`src/rtl/branch_target_stage_if.sv`:
```
// Handshake bundle for the branch-target stage: branch operands in, resolved next PC out.
interface branch_target_stage_if #(
  parameter int DATA_W = 64,
  parameter int CNT_W  = 16
);
  logic              in_valid;
  logic              in_ready;
  logic [DATA_W-1:0] pc_plus4;
  logic [DATA_W-1:0] offset;
  logic              branch;
  logic              branch_ne;
  logic              zero;
  logic              out_valid;
  logic              out_ready;
  logic [DATA_W-1:0] next_pc;
  logic [DATA_W-1:0] target;
  logic              taken;
  logic [CNT_W-1:0]  taken_cnt;

  modport master (
    output in_valid, pc_plus4, offset, branch, branch_ne, zero, out_ready,
    input  in_ready, out_valid, next_pc, target, taken, taken_cnt
  );

  modport slave (
    input  in_valid, pc_plus4, offset, branch, branch_ne, zero, out_ready,
    output in_ready, out_valid, next_pc, target, taken, taken_cnt
  );
endinterface

```
`src/rtl/branch_target_stage.sv`:
```
// Registered branch resolution: target = pc_plus4 + offset, next-PC select, and a
// one-entry skid buffer so in_ready never depends combinationally on out_ready.
//
// state | meaning
// EMPTY | output register and skid register both empty
// ONE   | output register holds a beat, skid register empty
// TWO   | both registers full, input stalled
module branch_target_stage #(
  parameter int DATA_W = 64,
  parameter int CNT_W  = 16
) (
  input logic                   clk,
  input logic                   rst_n,
  input logic                   flush,
  branch_target_stage_if.slave  bus
);

  typedef enum logic [1:0] {
    EMPTY = 2'd0,
    ONE   = 2'd1,
    TWO   = 2'd2
  } state_t;

  typedef struct packed {
    logic [DATA_W-1:0] next_pc;
    logic [DATA_W-1:0] target;
    logic              taken;
  } beat_t;

  localparam logic [CNT_W-1:0] CNT_MAX = '1;
  localparam logic [CNT_W-1:0] CNT_ONE = {{(CNT_W-1){1'b0}}, 1'b1};

  state_t           state;
  state_t           state_nxt;
  beat_t            in_beat;
  beat_t            or_q;
  beat_t            sk_q;
  logic             or_valid;
  logic             sk_valid;
  logic             in_fire;
  logic             out_fire;
  logic             or_load_in;
  logic             or_load_sk;
  logic             sk_load;
  logic [CNT_W-1:0] cnt_q;

  always_comb begin
    in_beat         = '0;
    in_beat.target  = bus.pc_plus4 + bus.offset;
    in_beat.taken   = bus.branch & (bus.zero ^ bus.branch_ne);
    in_beat.next_pc = in_beat.taken ? in_beat.target : bus.pc_plus4;
  end

  always_ff @(posedge clk or negedge rst_n) begin
    if (!rst_n) begin
      state <= EMPTY;
    end else begin
      state <= state_nxt;
    end
  end

  always_comb begin
    state_nxt = state;
    unique case (state)
      EMPTY: if (in_fire) state_nxt = ONE;
      ONE: begin
        if (in_fire && !out_fire)      state_nxt = TWO;
        else if (!in_fire && out_fire) state_nxt = EMPTY;
      end
      TWO:     if (out_fire) state_nxt = ONE;
      default: state_nxt = EMPTY;
    endcase
    // Flush wins over everything; an output fire this cycle still counts below.
    if (flush) state_nxt = EMPTY;
  end

  always_comb begin
    or_valid   = (state != EMPTY);
    sk_valid   = (state == TWO);
    in_fire    = bus.in_valid & ~sk_valid;
    out_fire   = or_valid & bus.out_ready;
    or_load_in = in_fire & ~flush & ((state == EMPTY) | ((state == ONE) & out_fire));
    or_load_sk = out_fire & ~flush & (state == TWO);
    sk_load    = in_fire & ~flush & (state == ONE) & ~out_fire;
  end

  always_ff @(posedge clk or negedge rst_n) begin
    if (!rst_n) begin
      or_q <= '0;
      sk_q <= '0;
    end else begin
      if (or_load_in)      or_q <= in_beat;
      else if (or_load_sk) or_q <= sk_q;
      if (sk_load)         sk_q <= in_beat;
    end
  end

  always_ff @(posedge clk or negedge rst_n) begin
    if (!rst_n) begin
      cnt_q <= '0;
    end else if (out_fire && or_q.taken && (cnt_q != CNT_MAX)) begin
      cnt_q <= cnt_q + CNT_ONE;
    end
  end

  assign bus.in_ready  = ~sk_valid;
  assign bus.out_valid = or_valid;
  assign bus.next_pc   = or_q.next_pc;
  assign bus.target    = or_q.target;
  assign bus.taken     = or_q.taken;
  assign bus.taken_cnt = cnt_q;

endmodule

```
`src/flat_wrapper.sv`:
```
// flat-port wrapper written by rule: the top's interface ports become plain ports
module branch_target_stage_flat 
#(
  parameter int DATA_W = 64,
  parameter int CNT_W  = 16
)
  (clk, rst_n, flush, bus_in_valid, bus_pc_plus4, bus_offset, bus_branch, bus_branch_ne, bus_zero, bus_out_ready, bus_in_ready, bus_out_valid, bus_next_pc, bus_target, bus_taken, bus_taken_cnt);
  branch_target_stage_if #(.DATA_W(DATA_W), .CNT_W(CNT_W)) bus_i ();
  input logic clk;
  input logic rst_n;
  input logic flush;
  input wire logic [$bits(bus_i.in_valid)-1:0] bus_in_valid;
  input wire logic [$bits(bus_i.pc_plus4)-1:0] bus_pc_plus4;
  input wire logic [$bits(bus_i.offset)-1:0] bus_offset;
  input wire logic [$bits(bus_i.branch)-1:0] bus_branch;
  input wire logic [$bits(bus_i.branch_ne)-1:0] bus_branch_ne;
  input wire logic [$bits(bus_i.zero)-1:0] bus_zero;
  input wire logic [$bits(bus_i.out_ready)-1:0] bus_out_ready;
  output wire logic [$bits(bus_i.in_ready)-1:0] bus_in_ready;
  output wire logic [$bits(bus_i.out_valid)-1:0] bus_out_valid;
  output wire logic [$bits(bus_i.next_pc)-1:0] bus_next_pc;
  output wire logic [$bits(bus_i.target)-1:0] bus_target;
  output wire logic [$bits(bus_i.taken)-1:0] bus_taken;
  output wire logic [$bits(bus_i.taken_cnt)-1:0] bus_taken_cnt;
  assign bus_i.in_valid = bus_in_valid;
  assign bus_i.pc_plus4 = bus_pc_plus4;
  assign bus_i.offset = bus_offset;
  assign bus_i.branch = bus_branch;
  assign bus_i.branch_ne = bus_branch_ne;
  assign bus_i.zero = bus_zero;
  assign bus_i.out_ready = bus_out_ready;
  assign bus_in_ready = bus_i.in_ready;
  assign bus_out_valid = bus_i.out_valid;
  assign bus_next_pc = bus_i.next_pc;
  assign bus_target = bus_i.target;
  assign bus_taken = bus_i.taken;
  assign bus_taken_cnt = bus_i.taken_cnt;
  branch_target_stage #(.DATA_W(DATA_W), .CNT_W(CNT_W)) u_core (.clk(clk), .rst_n(rst_n), .flush(flush), .bus(bus_i));
endmodule
```
`config.mk`:
```
export PLATFORM = sky130hd
export DESIGN_NAME = branch_target_stage_flat
export DESIGN_NICKNAME = d
export VERILOG_FILES = /design/src/rtl/branch_target_stage_if.sv /design/src/rtl/branch_target_stage.sv /design/src/flat_wrapper.sv
export SDC_FILE = /design/constraint.sdc
export NUM_CORES = 1
export LEC_CHECK = 0
export BUFFER_PORTS_ARGS = -buffer_cell sky130_fd_sc_hd__buf_4
export CORE_MARGIN = 2
export CORE_UTILIZATION = 45
export CTS_BUF_LIST = sky130_fd_sc_hd__clkbuf_4 sky130_fd_sc_hd__clkbuf_8 sky130_fd_sc_hd__clkbuf_16
export DETAILED_ROUTE_END_ITERATION = 8
export PLACE_DENSITY = 0.68
export SLEW_MARGIN = 20
export SYNTH_ARGS = -nofsm -noshare
export SYNTH_HDL_FRONTEND = slang
export SYNTH_SLANG_ARGS = --single-unit
```
`constraint.sdc`:
```
create_clock -name clk -period 2.75 [get_ports clk]
set_clock_uncertainty 0.2 [all_clocks]
set_input_delay 0.6875 -clock clk [delete_from_list [all_inputs] [get_ports clk]]
set_output_delay 0.6875 -clock clk [all_outputs]
set_load 0.01 [all_outputs]
```
==> results of run 1 <==
-- layout by cell type, fill, tap and decap left out, types with 9 or more instances in the layout --
cell type,instances
buf_4,621
dfrtp_1,276
nand2_1,246
a21oi_1,113
nor2b_1,86
a211oi_1,81
nor2_1,77
o21ai_0,60
o21ai_1,59
buf_6,57
a21oi_2,49
a21o_1,44
ha_1,38
mux2i_1,34
o21ai_2,31
clkbuf_16,31
a31oi_1,29
nand4_1,29
ha_4,26
xnor2_1,25
o21a_1,24
nor3_1,23
a22oi_1,20
inv_1,16
o21bai_1,16
a21oi_4,15
buf_12,15
nand2_2,14
nand3_1,13
xor2_1,13
mux2_2,13
o22ai_1,13
nand2b_1,11
xnor2_2,11
and3_1,10
and2_1,9
xnor2_4,9
xor2_2,9
-- through the flow --
stage	hold WS, ns	setup slack, ns	cells	power (uW)
finish	0.0717	-0.370	2912	16000
global route	0.0673	-0.435	2912	16800
CTS	0.0531	-0.326	2894	15700
detailed placement	0.264	-1.04	2827	11200
global placement	0.257	-1.01	2827	11000
floorplan	0.192	-0.537	1822	8440
-- state kept, by name, summed over array words and instances (netlist names) --
| name | count |
|---|---|
| u_core.bus.taken | 1 |
| u_core.bus.target | 64 |
| u_core.bus.next_pc | 64 |
| u_core.bus.taken_cnt | 16 |
| u_core.sk_q | 129 |
| u_core.state | 2 |
-- cell type report --
| type | instances | area (sq um) | area share [%] |
|---|---|---|---|
| multi-input cells | 1410 | 10700 | 43.0 |
| flip-flops and latches | 276 | 6910 | 27.7 |
| repair buffers | 697 | 5660 | 22.7 |
| clock buffers | 44 | 905 | 3.62 |
| well taps | 461 | 577 | 2.31 |
| clock inverters | 7 | 108 | 0.431 |
| inverters | 17 | 63.8 | 0.256 |
-- worst max-delay path, cell delays in order --
cell and delay (ns):
buf_6 0.10, ha_4 0.16, fa_2 0.39, a211oi_4 0.25
o21ai_2 0.11, a2111oi_4 0.43, nor4_4 0.08, o31ai_2 0.23
buf_4 0.19, a211o_1 0.16, nand2_2 0.10, o311ai_4 0.35
a21oi_1 0.12
-- path summary, 6_finish.rpt --
path	from	end	slack (ns)	depth (start not counted)
hold reg to reg	u_core.sk_q[8]	u_core.sk_q[8]	0.27	2
hold / removal	flush	u_core.state[0]	0.07	2
max in group asynchronous	rst_n	u_core.bus.target[36]	1.12	3
setup reg to reg	u_core.bus.taken_cnt[7]	u_core.bus.taken_cnt[15]	0.25	9
min in group asynchronous	rst_n	u_core.bus.target[11]	0.36	2
setup / recovery	bus_pc_plus4[0]	u_core.bus.next_pc[56]	-0.37	13
-- routing by layer --
metal / up-vias / wire length (um) / global-route usage, % / share of wire (%)
met5: - / 0 / 0 / 0
met2: 529 / 28800 / 50.7 / 48
met3: 109 / 3540 / 4.56 / 5.9
li1: 7824 / - / - / -
met1: 8089 / 25600 / 41.1 / 43
met4: 0 / 1600 / 9.15 / 2.7
-- cell families after synthesis --
kind of cell | Yosys count | synth area share (%)
AOI/OAI and AO/OA | 638 | 25.1
xor gates and xnor gates | 70 | 3.85
adders and majority gates | 66 | 5.12
buffers and inverters | 136 | 3.19
DFF | 276 | 42.4
muxes | 55 | 3.51
and+or+nand+nor | 581 | 16.9
-- repair_timing --
action                     4_1_cts  5_1_grt
setup endpoints to repair      155      172
pin swaps                       71       87
hold buffers                     1        0
hold endpoints to repair        29        0
gates resized for setup        174      140
buffers inserted                22       24
-- report_power, final --
| group | switching, uW | internal [uW] |
|---|---|---|
| registers | 666 | 5160 |
| logic | 2960 | 3020 |
| clock network | 1720 | 2460 |
| total | 5350 | 10600 |
==> impl_results.md, run 1 <==
* Pwr dens at 641 nW/um^2
* Max-slew violations at 0
* Failing checks: negative setup slack
* Port Buffers at 282
* Cells after Synth at 1,822
* Area grow syn2layout at 53.3%
* Filler cells at 2,752
* Gp weighted congestion at 0.944
* Vias in the first global route at 16,600
* Total wire length at 59,600 um
* Clock-pin slew on the worst setup and hold paths at 0.06 ns
* Drc violations at 0
* Worst skew pair latency at 0.60 ns
* Final ANT Viol Nets at 0
* Worst vdd ir at 0.541 mV
* Critical path startpoint category: input pin
* Post-synth top cells: dfrtp_1, nand2_1, a21oi_1
* Largest net degree at the start of global routing at 133
* Fin nets at 2,635
* Wire length per cell at 20.5 um
* Fin worst setup slack at -0.370 ns
* Max-Cap Viols at 0
* Antenna fix cells at 0
* Number of flops mapped to enable cells by yosys at 0
* Syn Area/Cell at 8.94 sq um
* DR iter-0 viols at 1,046
* First-pass iteration count of the detailed router at 6
* Floorplan Core Area at 35,600 sq um
* Synth cell types at 82
* Slew margin rel. at 27.8%
* Initial antenna violation count at 1
* Fin crit share at 113%
* # H-tree levels at 1
* Crit path DAT at 3.36 ns
* First-pass GRT wire length at 92,000 um
* Register bit total from synthesis at 276
* Outcome: finished with violations
* Yosys warns at 0
* Ys flop type: dfrtp_1
* CTS tree: built
* Worst-margin pin slew at 1.08 ns
* Synth top area share at 42.4%
* Min-Delay Path Class: in -> reg
* Most numerous cell in the Yosys netlist: dfrtp_1
* Worst endpoint required time at 2.99 ns
* Setup crit end kind: flop
* CTS buffer count at 31
* CTS sink count at 276
* Ys async rst share at 100%
* Yosys top cell by area: dfrtp_1
* Final setup TNS at -21.43 ns
* GR Overflow Total at 0
* Syn Nets at 2,024
* CTS Root Buffer Type: clkbuf_16
* Total number of vias at 16,600
* Pleak at 0.0113 uW
* Seq/Total Area, Yosys at 42.4%
* Starting Density at 45.8%
* GRT Util Overall at 30.4%
* Die W at 194 um
* Critical path type: in -> reg
* Fmax at 0.321 GHz
* Final Hold Viols at 0
* Total die area at 37,700 sq um
* CP max FO at 4
* Design Area, Final at 25,000 sq um
* Number of setup violations in the final report at 146
* Site Rows at 69
* Io pins at 283
* RSZ-0062 raised after global routing: yes
* Die boundary height at 194 um
* DR vias/cell at 5.68
* Layout Utilization at 70.2%
* CTS Buffer Depth at 3
* Final min period at 3.12 ns
* HPWL Detailed at 44,000 um
* Area of placed instances at 22,200 sq um
* Share of cells above drive strength 1 at 42.0%
* Top cells by area, synth: dfrtp_1, nand2_1, a21oi_1
* Post-Synthesis Cell Area at 16,300 sq um
No activity file was read; power rests on OpenSTA's default activity.
==> run 2: changes to the inputs <==
CTS_CLUSTER_DIAMETER = 40   (was not set)
MAX_ROUTING_LAYER = met4   (was not set)
==> impl_results.md, run 2 (same netlist as run 1, synthesis figures left out) <==
* Max reg flops at 129
* Critical path startpoint category: input pin
* Area grow syn2layout at 56.0%
* CTS sink count at 276
* GR Overflow Total at 0
* CTS buffer count at 44
* Antenna fix cells at 0
* Total die area at 37,700 sq um
* Total wire length at 60,500 um
* Max-slew violations at 0
* Outcome: finished with violations
* Most common cell after layout, fill and taps aside: buf_4
* Slew margin rel. at 25.9%
* Io pins at 283
* Worst-margin pin slew at 1.11 ns
* Reg-to-Reg Start: u_core.bus.taken_cnt[7]
* DR vias/cell at 5.69
* Pwr dens at 691 nW/um^2
* Min-Delay Path Class: in -> reg
* Reg2Reg Depth at 9
* Final ANT Viol Nets at 0
* Biggest register: u_core.sk_q
* CP max FO at 4
* CTS tree: built
* Reg2reg setup slack at 0.15 ns
* Critical path type: in -> reg
* Port Buffers at 282
* Largest net degree at the start of global routing at 103
* Hold slack at 0.0981 ns
* RSZ-0062 raised after global routing: yes
* # H-tree levels at 2
* Clock-pin slew on the worst setup and hold paths at 0.05 ns
* Die boundary height at 194 um
* Crit path from: bus_pc_plus4[0]
* Wire length per cell at 20.6 um
* Crit path depth at 13
* Fin crit share at 114%
* Failing checks: negative setup slack
* Filler cells at 2,698
* Final min period at 3.14 ns
* Worst stage delay on the critical path at 0.40 ns
* HPWL Detailed at 43,800 um
* CTS Root Buffer Type: clkbuf_16
* Final Hold Viols at 0
* Fin worst setup slack at -0.390 ns
* Number of setup violations in the final report at 153
* Fmax at 0.318 GHz
* Max-Cap Viols at 0
* CP Capture Point: u_core.bus.next_pc[56]
* Drc violations at 0
* Top delay family on crit path: compound AO/OA/AOI/OAI gates
* Worst endpoint required time at 2.99 ns
* Buffers & Inverters on Critical Path at 2
* Gp weighted congestion at 0.958
* CTS Buffer Depth at 3
* Vias in the first global route at 16,900
* Most frequent cells in the layout: buf_4, dfrtp_1, nand2_1
* First-pass GRT wire length at 93,600 um
* Floorplan Core Area at 35,600 sq um
* Site Rows at 69
* First-pass iteration count of the detailed router at 5
* Share of cells above drive strength 1 at 42.9%
* Worst vdd ir at 0.815 mV
* GRT Util Overall at 32.2%
* Crit path DAT at 3.38 ns
* Die W at 194 um
* Worst R2R End: u_core.bus.taken_cnt[15]
* CP max stage cell: a2111oi_4
* Starting Density at 45.8%
* Crit path cell chain: buf_6 > ha_4 > fa_2 > a211oi_4 > o21ai_4 > a2111oi_4 > nor4_4 > o31ai_2 > buf_4 > a211o_1 > nand2_2 > o311ai_4 > a21oi_1
* Total number of vias at 16,700
* Worst skew pair latency at 0.58 ns
* DR iter-0 viols at 1,147
* Fin nets at 2,644
* Power Total at 17,600 uW
* Pleak at 0.0115 uW
* Initial antenna violation count at 0
* Setup crit end kind: flop
==> run 2: changes by cell type in the layout (fill, tap and decap cells not counted), sizes merged <==
cell	delta
clkbuf	+10
inv	+9
buf	-4
bufinv	+2
clkinv	+8
==> run 2: cell type report <==
| cell class | count | area (sq um) | share of cell area [%] |
|---|---|---|---|
| clock buffer | 54 | 1210 | 4.78 |
| clock inverter | 26 | 310 | 1.22 |
| inverter | 17 | 66.3 | 0.261 |
| multi-input combinational | 1410 | 10800 | 42.4 |
| sequential | 276 | 6910 | 27.2 |
| tap | 461 | 577 | 2.27 |
| timing repair buffer | 693 | 5570 | 21.9 |
==> run 2: how the worst min path moves through the flow <==
| stage | from | endpoint | slack, ns | depth (start not counted) |
|---|---|---|---|---|
| floorplan | rst_n | u_core.bus.next_pc[0] | 0.19 | 0 |
| global placement | u_core.sk_q[23] | u_core.sk_q[23] | 0.26 | 2 |
| global route | flush | u_core.state[0] | 0.09 | 2 |
| CTS | flush | u_core.state[0] | 0.08 | 2 |
| detailed placement | u_core.sk_q[90] | u_core.sk_q[90] | 0.26 | 2 |
| finish | flush | u_core.state[0] | 0.1 | 2 |
==> run 2: metrics by stage <==
stage	instances	TNS [ns]	worst slack (ns)	util, %	area [sq um]
after floorplan	1822	-41.70	-0.537	-	16900
after global placement	2831	-141.42	-0.990	62.3	22200
after global routing	2937	-39.30	-0.460	71.5	25400
final	2937	-27.93	-0.390	71.5	25400
after detailed placement	2831	-146.08	-1.04	62.3	22200
after CTS	2930	-18.88	-0.287	70.0	24900
==> run 2: timing repair <==
item,4_1_cts,5_1_grt
hold buffers,1,0
setup endpoints to repair,158,176
pin swaps,81,70
setup buffers,26,14
endpoints found under the hold margin,31,0
resized for setup,209,104
==> run 2: worst reg2reg max path: stages (launching register included) <==
cell and delay [ns]:
dfrtp_1 0.43, and3_1 0.22, and3_1 0.21, nand2_1 0.13
nor3_1 0.10, nor2_2 0.19, nand4_1 0.22, or2_2 0.38
nor3_1 0.23, xor2_1 0.19
==> run 2: power breakdown <==
group / switching, uW / internal [uW]
Sequential: 673 / 5170
Combinational: 2990 / 3020
Clock: 2160 / 3570
Total: 5820 / 11800
==> run 2: layer usage <==
layer | GRT usage, % | vias up | share of wire (%)
met2 | 50.0 | 567 | 47
li1 | - | 7850 | -
met1 | 42.4 | 8153 | 43
met4 | 11.5 | 0 | 3.4
met3 | 5.81 | 127 | 6.5
met5 | - | - | 0
